$ cat config.mk
export PLATFORM = sky130hd
export DESIGN_NAME = shift_seq_unit
export DESIGN_NICKNAME = d
export VERILOG_FILES = /design/src/rtl/shift_seq_unit_pkg.sv /design/src/rtl/shift_seq_unit_step1.sv /design/src/rtl/shift_seq_unit.sv
export SDC_FILE = /design/constraint.sdc
export NUM_CORES = 1
export LEC_CHECK = 0
export ABC_AREA = 1
export ABC_CLOCK_PERIOD_IN_PS = 6150
export BUFFER_PORTS_ARGS = -buffer_cell sky130_fd_sc_hd__buf_2
export CORE_MARGIN = 5
export CORE_UTILIZATION = 52
export CTS_BUF_LIST = sky130_fd_sc_hd__clkbuf_4 sky130_fd_sc_hd__clkbuf_8
export DETAILED_ROUTE_END_ITERATION = 10
export PLACE_DENSITY = 0.82
export SYNTH_ARGS = -nofsm -noshare
export SYNTH_HDL_FRONTEND = slang
export SYNTH_SLANG_ARGS = --single-unit
$ cat constraint.sdc
create_clock -name clk -period 6.15 [get_ports clk]
set_clock_uncertainty 0.1 [all_clocks]
set_input_delay 0.615 -clock clk [delete_from_list [all_inputs] [get_ports clk]]
set_output_delay 0.615 -clock clk [all_outputs]
set_load 0.005 [all_outputs]
$ cat src/rtl/shift_seq_unit_pkg.sv
// Shared encodings for the multi-cycle shift unit and the ALU decoder.
package shift_seq_unit_pkg;

    // Shift type as decoded from the instruction.
    typedef enum logic [1:0] {
        OP_SLL = 2'b00,
        OP_SRL = 2'b01,
        OP_RSV = 2'b10,
        OP_SRA = 2'b11
    } shift_op_e;

    // Sequencer states.
    typedef enum logic [1:0] {
        S_IDLE  = 2'b00,
        S_SHIFT = 2'b01,
        S_DONE  = 2'b10
    } shift_state_e;

endpackage

$ cat src/rtl/shift_seq_unit_step1.sv
// One-bit shift of a WIDTH-bit word, selected by shift type.
// Reserved op passes the word through unchanged.
module shift_seq_unit_step1
    import shift_seq_unit_pkg::*;
#(
    parameter int WIDTH = 32
) (
    input  logic [WIDTH-1:0] din,
    input  logic [1:0]       op,
    output logic [WIDTH-1:0] dout
);

    // Select the single-position shift for the requested type.
    always_comb begin
        // NOTE: every combinational output gets a value on every path (default
        // branch here) so no latch is inferred.
        case (shift_op_e'(op))
            OP_SLL:  dout = {din[WIDTH-2:0], 1'b0};
            OP_SRL:  dout = {1'b0, din[WIDTH-1:1]};
            OP_SRA:  dout = {din[WIDTH-1], din[WIDTH-1:1]};
            default: dout = din;
        endcase
    end

endmodule

$ cat src/rtl/shift_seq_unit.sv
// Multi-cycle shift execution unit: one bit per clock with a start/busy/done
// handshake. Holds the sequencer FSM, the remaining-shift counter and the
// result register.
module shift_seq_unit
    import shift_seq_unit_pkg::*;
#(
    parameter int WIDTH = 32,
    parameter int SHW   = 5
) (
    input  logic             clk,
    input  logic             rst,
    input  logic             start,
    input  logic [1:0]       op,
    input  logic [WIDTH-1:0] A,
    input  logic [SHW-1:0]   shift,
    output logic             busy,
    output logic             done,
    output logic [WIDTH-1:0] res
);

    shift_state_e     state_q, state_d;
    logic [SHW-1:0]   cnt_q,   cnt_d;
    logic [1:0]       op_q,    op_d;
    logic [WIDTH-1:0] res_q,   res_d;
    logic [WIDTH-1:0] step_res;
    logic             accept;

    shift_seq_unit_step1 #(
        .WIDTH (WIDTH)
    ) u_step1 (
        .din  (res_q),
        .op   (op_q),
        .dout (step_res)
    );

    // A request is taken whenever the unit is not mid-shift (IDLE or DONE).
    assign accept = start && (state_q != S_SHIFT);

    // Next-state, counter and result-register update.
    always_comb begin
        state_d = state_q;
        cnt_d   = cnt_q;
        op_d    = op_q;
        res_d   = res_q;

        if (accept) begin
            res_d = A;
            op_d  = op;
            cnt_d = shift;
            // Zero-length or reserved shifts complete without entering SHIFT.
            if (shift == '0 || op == OP_RSV) begin
                state_d = S_DONE;
            end else begin
                state_d = S_SHIFT;
            end
        end else begin
            case (state_q)
                S_SHIFT: begin
                    res_d = step_res;
                    cnt_d = cnt_q - SHW'(1);
                    if (cnt_q == SHW'(1)) begin
                        state_d = S_DONE;
                    end
                end
                S_DONE:  state_d = S_IDLE;
                S_IDLE:  state_d = S_IDLE;
                default: state_d = S_IDLE;
            endcase
        end
    end

    // State registers with synchronous reset taking priority over start.
    always_ff @(posedge clk) begin
        // NOTE: sequential state uses non-blocking assignments so every flop
        // samples the pre-edge values regardless of statement order.
        if (rst) begin
            state_q <= S_IDLE;
            cnt_q   <= '0;
            op_q    <= '0;
            res_q   <= '0;
        end else begin
            state_q <= state_d;
            cnt_q   <= cnt_d;
            op_q    <= op_d;
            res_q   <= res_d;
        end
    end

    assign busy = (state_q == S_SHIFT);
    assign done = (state_q == S_DONE);
    assign res  = res_q;

endmodule

==> flow_summary.json, run 1 <==
{
  "status": "finished, final reports clean",
  "synth_fp_nets": 449,
  "fin_area_um2": 2910,
  "hold_violations": 0,
  "start_util_pct": 54.8,
  "setup_violations": 0,
  "slew_headroom_pct": 37.6,
  "fmax_ghz": 0.353,
  "die_width_um": 78.4,
  "via_per_inst": 5.23,
  "cts_tree": "yes",
  "wl_um": 6340,
  "netlist_area_um2": 2430,
  "cts-root-buf": "clkbuf_8",
  "critical_path.max_stage_delay_ns": 0.67,
  "path_cells": "buf_4 > inv_1 > ha_1 > nand2_1 > nand2_4 > nand2_4 > inv_2 > a21oi_1 > nor2_1",
  "rsz0062_at_grt": "false",
  "synth_area_per_cell_um2": 6.06,
  "fin_crit_ns": 2.83,
  "critPathKind": "reg -> reg",
  "end_kind": "register",
  "worstPathArrival_ns": 2.92,
  "drt_pass1_iterations": 4,
  "drv_slew": 0,
  "cap_violations": 0,
  "num-nets-final": 510,
  "hp-class": "reg -> reg",
  "area_delta_synth_final_pct": 19.5,
  "ant_nets": 0,
  "seq_area_frac_synth_pct": 33.7,
  "fin_total_pwr_w": 0.000812,
  "gp_congestion": 0.829,
  "num_vias": 2699,
  "grt_max_degree": 44,
  "core_um2": 4440,
  "antenna_found_initial": 0,
  "yosysUniqueCellTypes": 18,
  "drc_errors": 0,
  "die_area_um2": 6150,
  "cp_data_required_time_ns": 6.24,
  "tns_ns": 0,
  "post_cts_buffers": 0,
  "insertion_delay_ns": 0.30,
  "port_buffers": 75,
  "wl_per_cell_um": 12.3,
  "yosys_warnings": 0,
  "clockBufferDepth": 2,
  "rows": 24,
  "first_global_vias": 2455,
  "die_y_um": 78.4,
  "grt_overflow": 0,
  "drtIter0Drc": 136,
  "peakVddDrop_v": 0.000153,
  "ys_ff_latch": 41,
  "grt_use_total_pct": 21.0,
  "path_clk_slew_ns": 0.08,
  "crit_fanout": 35,
  "synthCells": 402,
  "crit_family": "buffers and inverters",
  "hold_buffers": 0,
  "powerDensity_nw_per_um2": 279,
  "grt_pass1_wl_um": 10700,
  "hpwl_um": 4290,
  "cp_slowest_cell": "inv_1",
  "cts-htree-levels": 2,
  "crit_buf_inv": 3,
  "fin_crit_sh_pct": 46.1,
  "p_leak_nw": 1.52,
  "cts_buffers": 5,
  "post_cts_resize_count": 0,
  "n_antenna_cell": 0,
  "place_area_um2": 2780,
  "worst_pin_slew_ns": 0.934,
  "start_kind": "register",
  "pin_count": 76,
  "clkSinkCount": 41,
  "drive_gt1_share_pct": 20.0,
  "path_common_cell": "nand2_4"
}
## cells by family (layout without fill, tap and decap cells)
kind of cell / count (synthesis) / in the layout / synth area share, %
and+or+nand+nor: 208 / 208 / 35.5
AOI/OAI and AO/OA: 76 / 76 / 15.9
buffers and inverters: 72 / 134 / 12.3
DFF: 41 / 41 / 33.7
adders and majority gates: 5 / 5 / 2.57
## routing by layer
metal	track usage, %	part of all wire, %
met5	0	0
met4	6.12	1.8
met3	4.92	7.0
met2	35.4	47
met1	26.7	44
## through the flow
step | instances | hold WS (ns) | util [%] | worst slack (ns)
final | 516 | 0.389 | 65.5 | 3.32
after global routing | 516 | 0.418 | 65.5 | 3.05
after CTS | 516 | 0.391 | 65.5 | 3.33
after detailed placement | 508 | 0.380 | 62.4 | 3.36
after global placement | 508 | 0.370 | 62.4 | 3.45
after floorplan | 402 | 0.351 | - | 4.17
## cell usage after synthesis, drive strengths merged
cell type / n / area (um^2)
clkbuf: 10 / 37.5
nor2: 43 / 171
nand2: 124 / 485
inv: 49 / 184
a21oi: 37 / 185
nand3b: 1 / 7.51
buf: 13 / 77.6
o211ai: 3 / 22.5
o21ai: 36 / 180
ha: 5 / 62.6
dfxtp: 41 / 821
nand3: 40 / 200
## cell type report
cell class              count  area (um^2)
well taps                  52         65.1
clock inverters             3         65.1
multi-input cells         289         1320
repair buffers             77          390
clock buffers               5         68.8
fillers                   431         1540
inverters                  49          184
flip-flops and latches     41          821
## layout by cell type (no fill, tap or decap), drive strengths merged
| cell type | netlist | final |
|---|---|---|
| buf | 13 | 77 |
| a21oi | 37 | 37 |
| o211ai | 3 | 3 |
| dfxtp | 41 | 41 |
| nand3 | 40 | 40 |
| nor2 | 43 | 43 |
| clkinv | 0 | 1 |
| clkbuf | 10 | 5 |
| o21ai | 36 | 36 |
| nand2 | 124 | 124 |
| ha | 5 | 5 |
| bufinv | 0 | 2 |
| nand3b | 1 | 1 |
| inv | 49 | 49 |
## report_power, final
group | total (W) | internal (W) | leakage [nW] | switching [W]
registers | 0.000336 | 0.000301 | 0.340 | 0.0000346
clock network | 0.000260 | 0.000161 | 0.0681 | 0.0000984
logic | 0.000216 | 0.0000880 | 1.11 | 0.000128
## state kept, by name, summed over array words and instances (netlist names)
register and count:
cnt_q 5, op_q 2, res 32, state_q 2
## path summary, 6_finish.rpt
kind	from	end	slack, ns	cells after the start
hold reg to reg	cnt_q[4]	cnt_q[4]	0.39	2
setup reg to reg	op_q[0]	res[3]	3.32	9
hold / removal	cnt_q[4]	cnt_q[4]	0.39	2
setup / recovery	op_q[0]	res[3]	3.32	9
## worst reg2reg max path, cell delays in order, from the launching register on
cell and delay, ns:
dfxtp_1 0.31, buf_4 0.23, inv_1 0.67, ha_1 0.37, nand2_1 0.11, nand2_4 0.07
nand2_4 0.26, inv_2 0.30, a21oi_1 0.24, nor2_1 0.05
Power figures use the tool's default switching activity.
==> run 2, diff against run 1 <==
--- a/config.mk
+++ b/config.mk
@@ -5,14 +5,14 @@
 export SDC_FILE = /design/constraint.sdc
 export NUM_CORES = 1
 export LEC_CHECK = 0
-export ABC_AREA = 1
-export ABC_CLOCK_PERIOD_IN_PS = 6150
+export ABC_AREA = 0
+export ABC_CLOCK_PERIOD_IN_PS = 2400
 export BUFFER_PORTS_ARGS = -buffer_cell sky130_fd_sc_hd__buf_2
 export CORE_MARGIN = 5
-export CORE_UTILIZATION = 52
+export CORE_UTILIZATION = 47
 export CTS_BUF_LIST = sky130_fd_sc_hd__clkbuf_4 sky130_fd_sc_hd__clkbuf_8
 export DETAILED_ROUTE_END_ITERATION = 10
-export PLACE_DENSITY = 0.82
+export PLACE_DENSITY = 0.79
 export SYNTH_ARGS = -nofsm -noshare
 export SYNTH_HDL_FRONTEND = slang
 export SYNTH_SLANG_ARGS = --single-unit
==> constraint.sdc (replaced) <==
create_clock -name clk -period 2.4 [get_ports clk]
set_clock_uncertainty 0.1 [all_clocks]
set_input_delay 0.24 -clock clk [delete_from_list [all_inputs] [get_ports clk]]
set_output_delay 0.24 -clock clk [all_outputs]
set_load 0.005 [all_outputs]
==> flow_summary.json, run 2 <==
{
  "wl_per_cell_um": 15.4,
  "drv_slew": 0,
  "n_antenna_cell": 0,
  "synth_fp_nets": 303,
  "fin_ws_ns": 0.574,
  "drc_errors": 0,
  "reg2reg_slack_ns": 0.57,
  "p_leak_nw": 1.12,
  "hold_slack_ns": 0.109,
  "yosys_warnings": 0,
  "fin_crit_sh_pct": 76.1,
  "drt_pass1_iterations": 4,
  "status": "finished, final reports clean",
  "synth_edf_count": 0,
  "grt_max_degree": 40,
  "synth-async-reset-ratio_pct": 0,
  "yosysUniqueCellTypes": 35,
  "preCtsSetupSlack_ns": 0.594,
  "hold_buffers": 0,
  "synth_common_cells": "63 x a21oi_1, 41 x dfxtp_1, 30 x mux2i_1, 30 x o2bb2ai_1, 10 x nand2_1",
  "synth_area_per_cell_um2": 8.99,
  "drive_gt1_share_pct": 30.0,
  "fmax_ghz": 0.548,
  "ys_ff_latch": 41,
  "rsz0062_at_grt": "false",
  "yosysMostFrequentCell": "a21oi_1",
  "num_vias": 2148,
  "setup_violations": 0,
  "die_area_um2": 6400,
  "pin_count": 76,
  "slew_headroom_pct": 64.9,
  "drtIter0Drc": 115,
  "path_clk_slew_ns": 0.07,
  "via_per_inst": 5.55,
  "die_width_um": 80.0,
  "cap_violations": 0,
  "hpwl_um": 4060,
  "r2r-start": "op_q[1]",
  "post_cts_resize_count": 0,
  "clkSinkCount": 41,
  "tns_ns": 0,
  "rows": 25,
  "post_cts_buffers": 0,
  "rr_endpoint": "res[24]",
  "reg2reg_depth": 7,
  "area_delta_synth_final_pct": 19.5,
  "worst_pin_slew_ns": 0.527,
  "mostFrequentLayoutCells": "75 x buf_2, 63 x a21oi_1, 40 x dfxtp_1",
  "hp-class": "in -> reg",
  "critPathKind": "reg -> reg",
  "fin_crit_ns": 1.83,
  "cts_buffers": 5,
  "first_global_vias": 2091,
  "yosys_most_used_dff": "dfxtp_1",
  "seq_area_frac_synth_pct": 35.7,
  "cts-root-buf": "clkbuf_8",
  "wl_um": 5970,
  "powerDensity_nw_per_um2": 621,
  "synthCells": 256,
  "hold_violations": 0,
  "peakVddDrop_v": 0.000293,
  "start_util_pct": 48.7,
  "port_buffers": 75,
  "clockBufferDepth": 2,
  "largest_register_ffs": 32,
  "die_y_um": 80.0,
  "grt_overflow": 0,
  "hold_depth": 3,
  "insertion_delay_ns": 0.28,
  "cts-htree-levels": 2,
  "worst_hold_path.endpoint": "op_q[0]",
  "num-nets-final": 367,
  "netlist_area_um2": 2300,
  "end_kind": "register",
  "grt_pass1_wl_um": 9700,
  "start_kind": "register",
  "antenna_found_initial": 0,
  "worstPathArrival_ns": 1.94,
  "gp_congestion": 0.793,
  "synth_top_area_share_pct": 35.7,
  "final_common_cell": "buf_2",
  "synth_area_leader_cell": "dfxtp_1",
  "yosys-top-cells-area": "dfxtp_1 36%, a21oi_1 14%, mux2i_1 13%",
  "core_um2": 4720,
  "ant_nets": 0,
  "holdCritStartpoint": "op[0]",
  "grt_use_total_pct": 18.7,
  "cp_data_required_time_ns": 2.51,
  "post-route-util_pct": 58.2,
  "crit_fanout": 30,
  "cts_tree": "yes"
}
[run 2: worst max-delay path: stages (launching register included)]
cell       delay (ns)
dfxtp_1          0.36
inv_1            0.07
ha_1             0.21
nand2b_1         0.17
mux2_4           0.29
nor2_4           0.07
buf_4            0.32
o2bb2ai_1        0.16
[run 2: metrics by stage]
step | power [W] | cells | instance area (um^2)
floorplan | 0.00108 | 256 | 2300
global placement | 0.00119 | 380 | 2650
detailed placement | 0.00120 | 380 | 2650
CTS | 0.00173 | 387 | 2750
global route | 0.00180 | 387 | 2750
finish | 0.00171 | 387 | 2750
[run 2: cell type report]
class / count / area (um^2)
fillers: 451 / 1970
repair buffers: 80 / 413
clock inverters: 2 / 35.0
flip-flops and latches: 41 / 822
well taps: 67 / 83.8
inverters: 9 / 33.8
clock buffers: 5 / 68.8
multi-input cells: 183 / 1290
[run 2: how the worst max path moves through the flow]
stage / slack, ns / to / cells past startpoint / start
final: 0.57 / res[24] / 7 / op_q[1]
after CTS: 0.57 / res[24] / 7 / op_q[1]
after global routing: 0.47 / res[2] / 7 / op_q[1]
after global placement: 0.67 / res[3] / 7 / op_q[1]
after detailed placement: 0.59 / res[24] / 7 / op_q[1]
after floorplan: 0.48 / res[1] / 9 / op_q[0]
[run 2: report_power, final]
part | internal [W] | switching (W)
Combinational | 0.000172 | 0.000220
Clock | 0.000302 | 0.000220
Sequential | 0.000737 | 0.0000571
[run 2: layer usage]
layer  part of all wire (%)  routed length (um)  track usage (%)  up-vias
met4                   0.60                  36             5.57        0
met1                     46                2740             24.9     1001
met3                    6.2                 369             3.16        2
met5                      0                   0                0        -
met2                     47                2820             30.7       69
li1                       -                   -                -     1076
[run 2: kinds of logic after synthesis]
logic type      after synthesis  synth area share (%)
compound gates              113                  31.4
flops                        41                  35.7
simple gates                 34                  8.37
buf+inv                      32                  8.10
mux                          31                  13.7
fa+ha+maj                     5                  2.72
==> run 3, diff against run 2 <==
--- a/config.mk
+++ b/config.mk
@@ -6,7 +6,7 @@
 export NUM_CORES = 1
 export LEC_CHECK = 0
 export ABC_AREA = 0
-export ABC_CLOCK_PERIOD_IN_PS = 2400
+export ABC_CLOCK_PERIOD_IN_PS = 1600
 export BUFFER_PORTS_ARGS = -buffer_cell sky130_fd_sc_hd__buf_2
 export CORE_MARGIN = 5
 export CORE_UTILIZATION = 47
==> constraint.sdc (replaced) <==
create_clock -name clk -period 1.6 [get_ports clk]
set_clock_uncertainty 0.1 [all_clocks]
set_input_delay 0.16 -clock clk [delete_from_list [all_inputs] [get_ports clk]]
set_output_delay 0.16 -clock clk [all_outputs]
set_load 0.005 [all_outputs]
==> flow_summary.json, run 3 (same netlist as run 2, synthesis figures left out) <==
{
  "grt_pass1_wl_um": 10300,
  "rsz0062_at_grt": "true",
  "cts-root-buf": "clkbuf_8",
  "start_kind": "register",
  "first_global_vias": 2132,
  "insertion_delay_ns": 0.30,
  "post-route-util_pct": 67.8,
  "grt_overflow": 0,
  "die_area_um2": 6400,
  "grt_use_total_pct": 20.4,
  "rows": 25,
  "p_leak_nw": 1.31,
  "cap_violations": 0,
  "crit_fanout": 18,
  "clkSinkCount": 41,
  "reg2reg_depth": 8,
  "holdCritStartpoint": "op[1]",
  "wl_um": 6980,
  "powerDensity_nw_per_um2": 897,
  "hold_slack_ns": 0.0192,
  "n_antenna_cell": 0,
  "drtIter0Drc": 197,
  "mostFrequentLayoutCells": "75 x buf_2, 63 x a21oi_1, 39 x dfxtp_1",
  "hold_depth": 3,
  "cts_buffers": 5,
  "peakVddDrop_v": 0.000562,
  "fin_ws_ns": -0.108,
  "die_width_um": 80.0,
  "fin_total_pwr_w": 0.00287,
  "fillers": 353,
  "place_inst": 389,
  "cts-htree-levels": 2,
  "final_cell_count_no_fill": 405,
  "hp-class": "in -> reg",
  "fin_crit_ns": 1.71,
  "core_um2": 4720,
  "cp_data_required_time_ns": 1.68,
  "area_delta_synth_final_pct": 39.2,
  "fmax_ghz": 0.586,
  "start_util_pct": 48.7,
  "hold_buffers": 0,
  "final_common_cell": "buf_2",
  "preCtsSetupSlack_ns": -0.103,
  "multi_input_area_um2": 1460,
  "slew_headroom_pct": 79.8,
  "die_y_um": 80.0,
  "drv_slew": 0,
  "end_kind": "register",
  "setup_violations": 31,
  "pin_count": 76,
  "ant_nets": 0,
  "hold_violations": 0,
  "reg2reg_slack_ns": -0.11,
  "clockBufferDepth": 2,
  "worstPathArrival_ns": 1.79,
  "wl_per_cell_um": 17.2,
  "num-nets-final": 384,
  "via_per_inst": 5.68,
  "gp_congestion": 0.794,
  "status": "finished, violations left",
  "num_vias": 2299,
  "drt_pass1_iterations": 4,
  "drive_gt1_share_pct": 41.4,
  "violations": "negative setup slack",
  "drc_errors": 0,
  "r2r-start": "op_q[0]",
  "cts_tree": "yes",
  "path_clk_slew_ns": 0.08,
  "hpwl_um": 4390,
  "antenna_found_initial": 0,
  "critPathKind": "reg -> reg",
  "largest_register_ffs": 32,
  "worst_hold_path.endpoint": "op_q[1]",
  "grt_max_degree": 30,
  "rr_endpoint": "res[7]",
  "port_buffers": 75,
  "fin_crit_sh_pct": 107,
  "worst_pin_slew_ns": 0.295,
  "seqCellArea_um2": 826
}
-- run 3: cell count changes in the layout (fill, tap and decap cells not counted), sizes merged --
cell / previous run / this run
clkinv: 1 / 0
clkbuf: 5 / 8
buf: 80 / 96
-- run 3: final cells by class --
class / instances / share of cell area (%)
multi-input combinational: 183 / 45.6
sequential: 41 / 25.8
timing repair buffer: 97 / 21.1
clock buffer: 7 / 2.81
tap: 67 / 2.62
inverter: 9 / 1.13
clock inverter: 1 / 0.938
-- run 3: power breakdown --
part	internal [W]	total [W]	switching (W)
logic	0.000380	0.000787	0.000407
clock network	0.000526	0.000886	0.000361
registers	0.00111	0.00120	0.0000960
-- run 3: layer usage --
metal | up-vias | wire (um) | GRT usage [%]
li1 | 1120 | - | -
met1 | 1086 | 2930 | 25.3
met2 | 80 | 3520 | 34.3
met3 | 13 | 428 | 5.30
met4 | 0 | 100 | 6.59
met5 | - | 0 | 0
-- run 3: critical path: stages (launching register included) --
cell	delay, ns
dfxtp_4	0.37
inv_4	0.04
ha_4	0.27
nand2b_4	0.05
mux2_4	0.29
buf_6	0.13
nand2b_4	0.09
buf_12	0.17
o2bb2ai_1	0.08
-- run 3: what timing repair did --
| action | 4_1_cts | 5_1_grt |
|---|---|---|
| resized for setup | 15 | 20 |
| endpoints found under the setup margin | 30 | 32 |
| pin swaps | 1 | 1 |
| buffers inserted | 4 | 1 |
| cloned | 2 | 1 |
-- run 3: how the worst max path moves through the flow --
stage / startpoint / end / slack (ns) / cells past startpoint
floorplan: op_q[0] / res[10] / -0.17 / 9
global placement: op_q[1] / res[13] / -0.02 / 7
detailed placement: op_q[1] / res[7] / -0.10 / 7
CTS: op_q[0] / res[7] / -0.07 / 8
global route: op_q[1] / res[7] / -0.14 / 8
finish: op_q[0] / res[7] / -0.11 / 8
-- run 3: through the flow --
step | setup TNS (ns) | instance area, um^2
global placement | -0.478 | 2790
floorplan | -5.02 | 2350
CTS | -1.46 | 3050
finish | -2.74 | 3200
detailed placement | -2.52 | 2790
global route | -3.80 | 3200
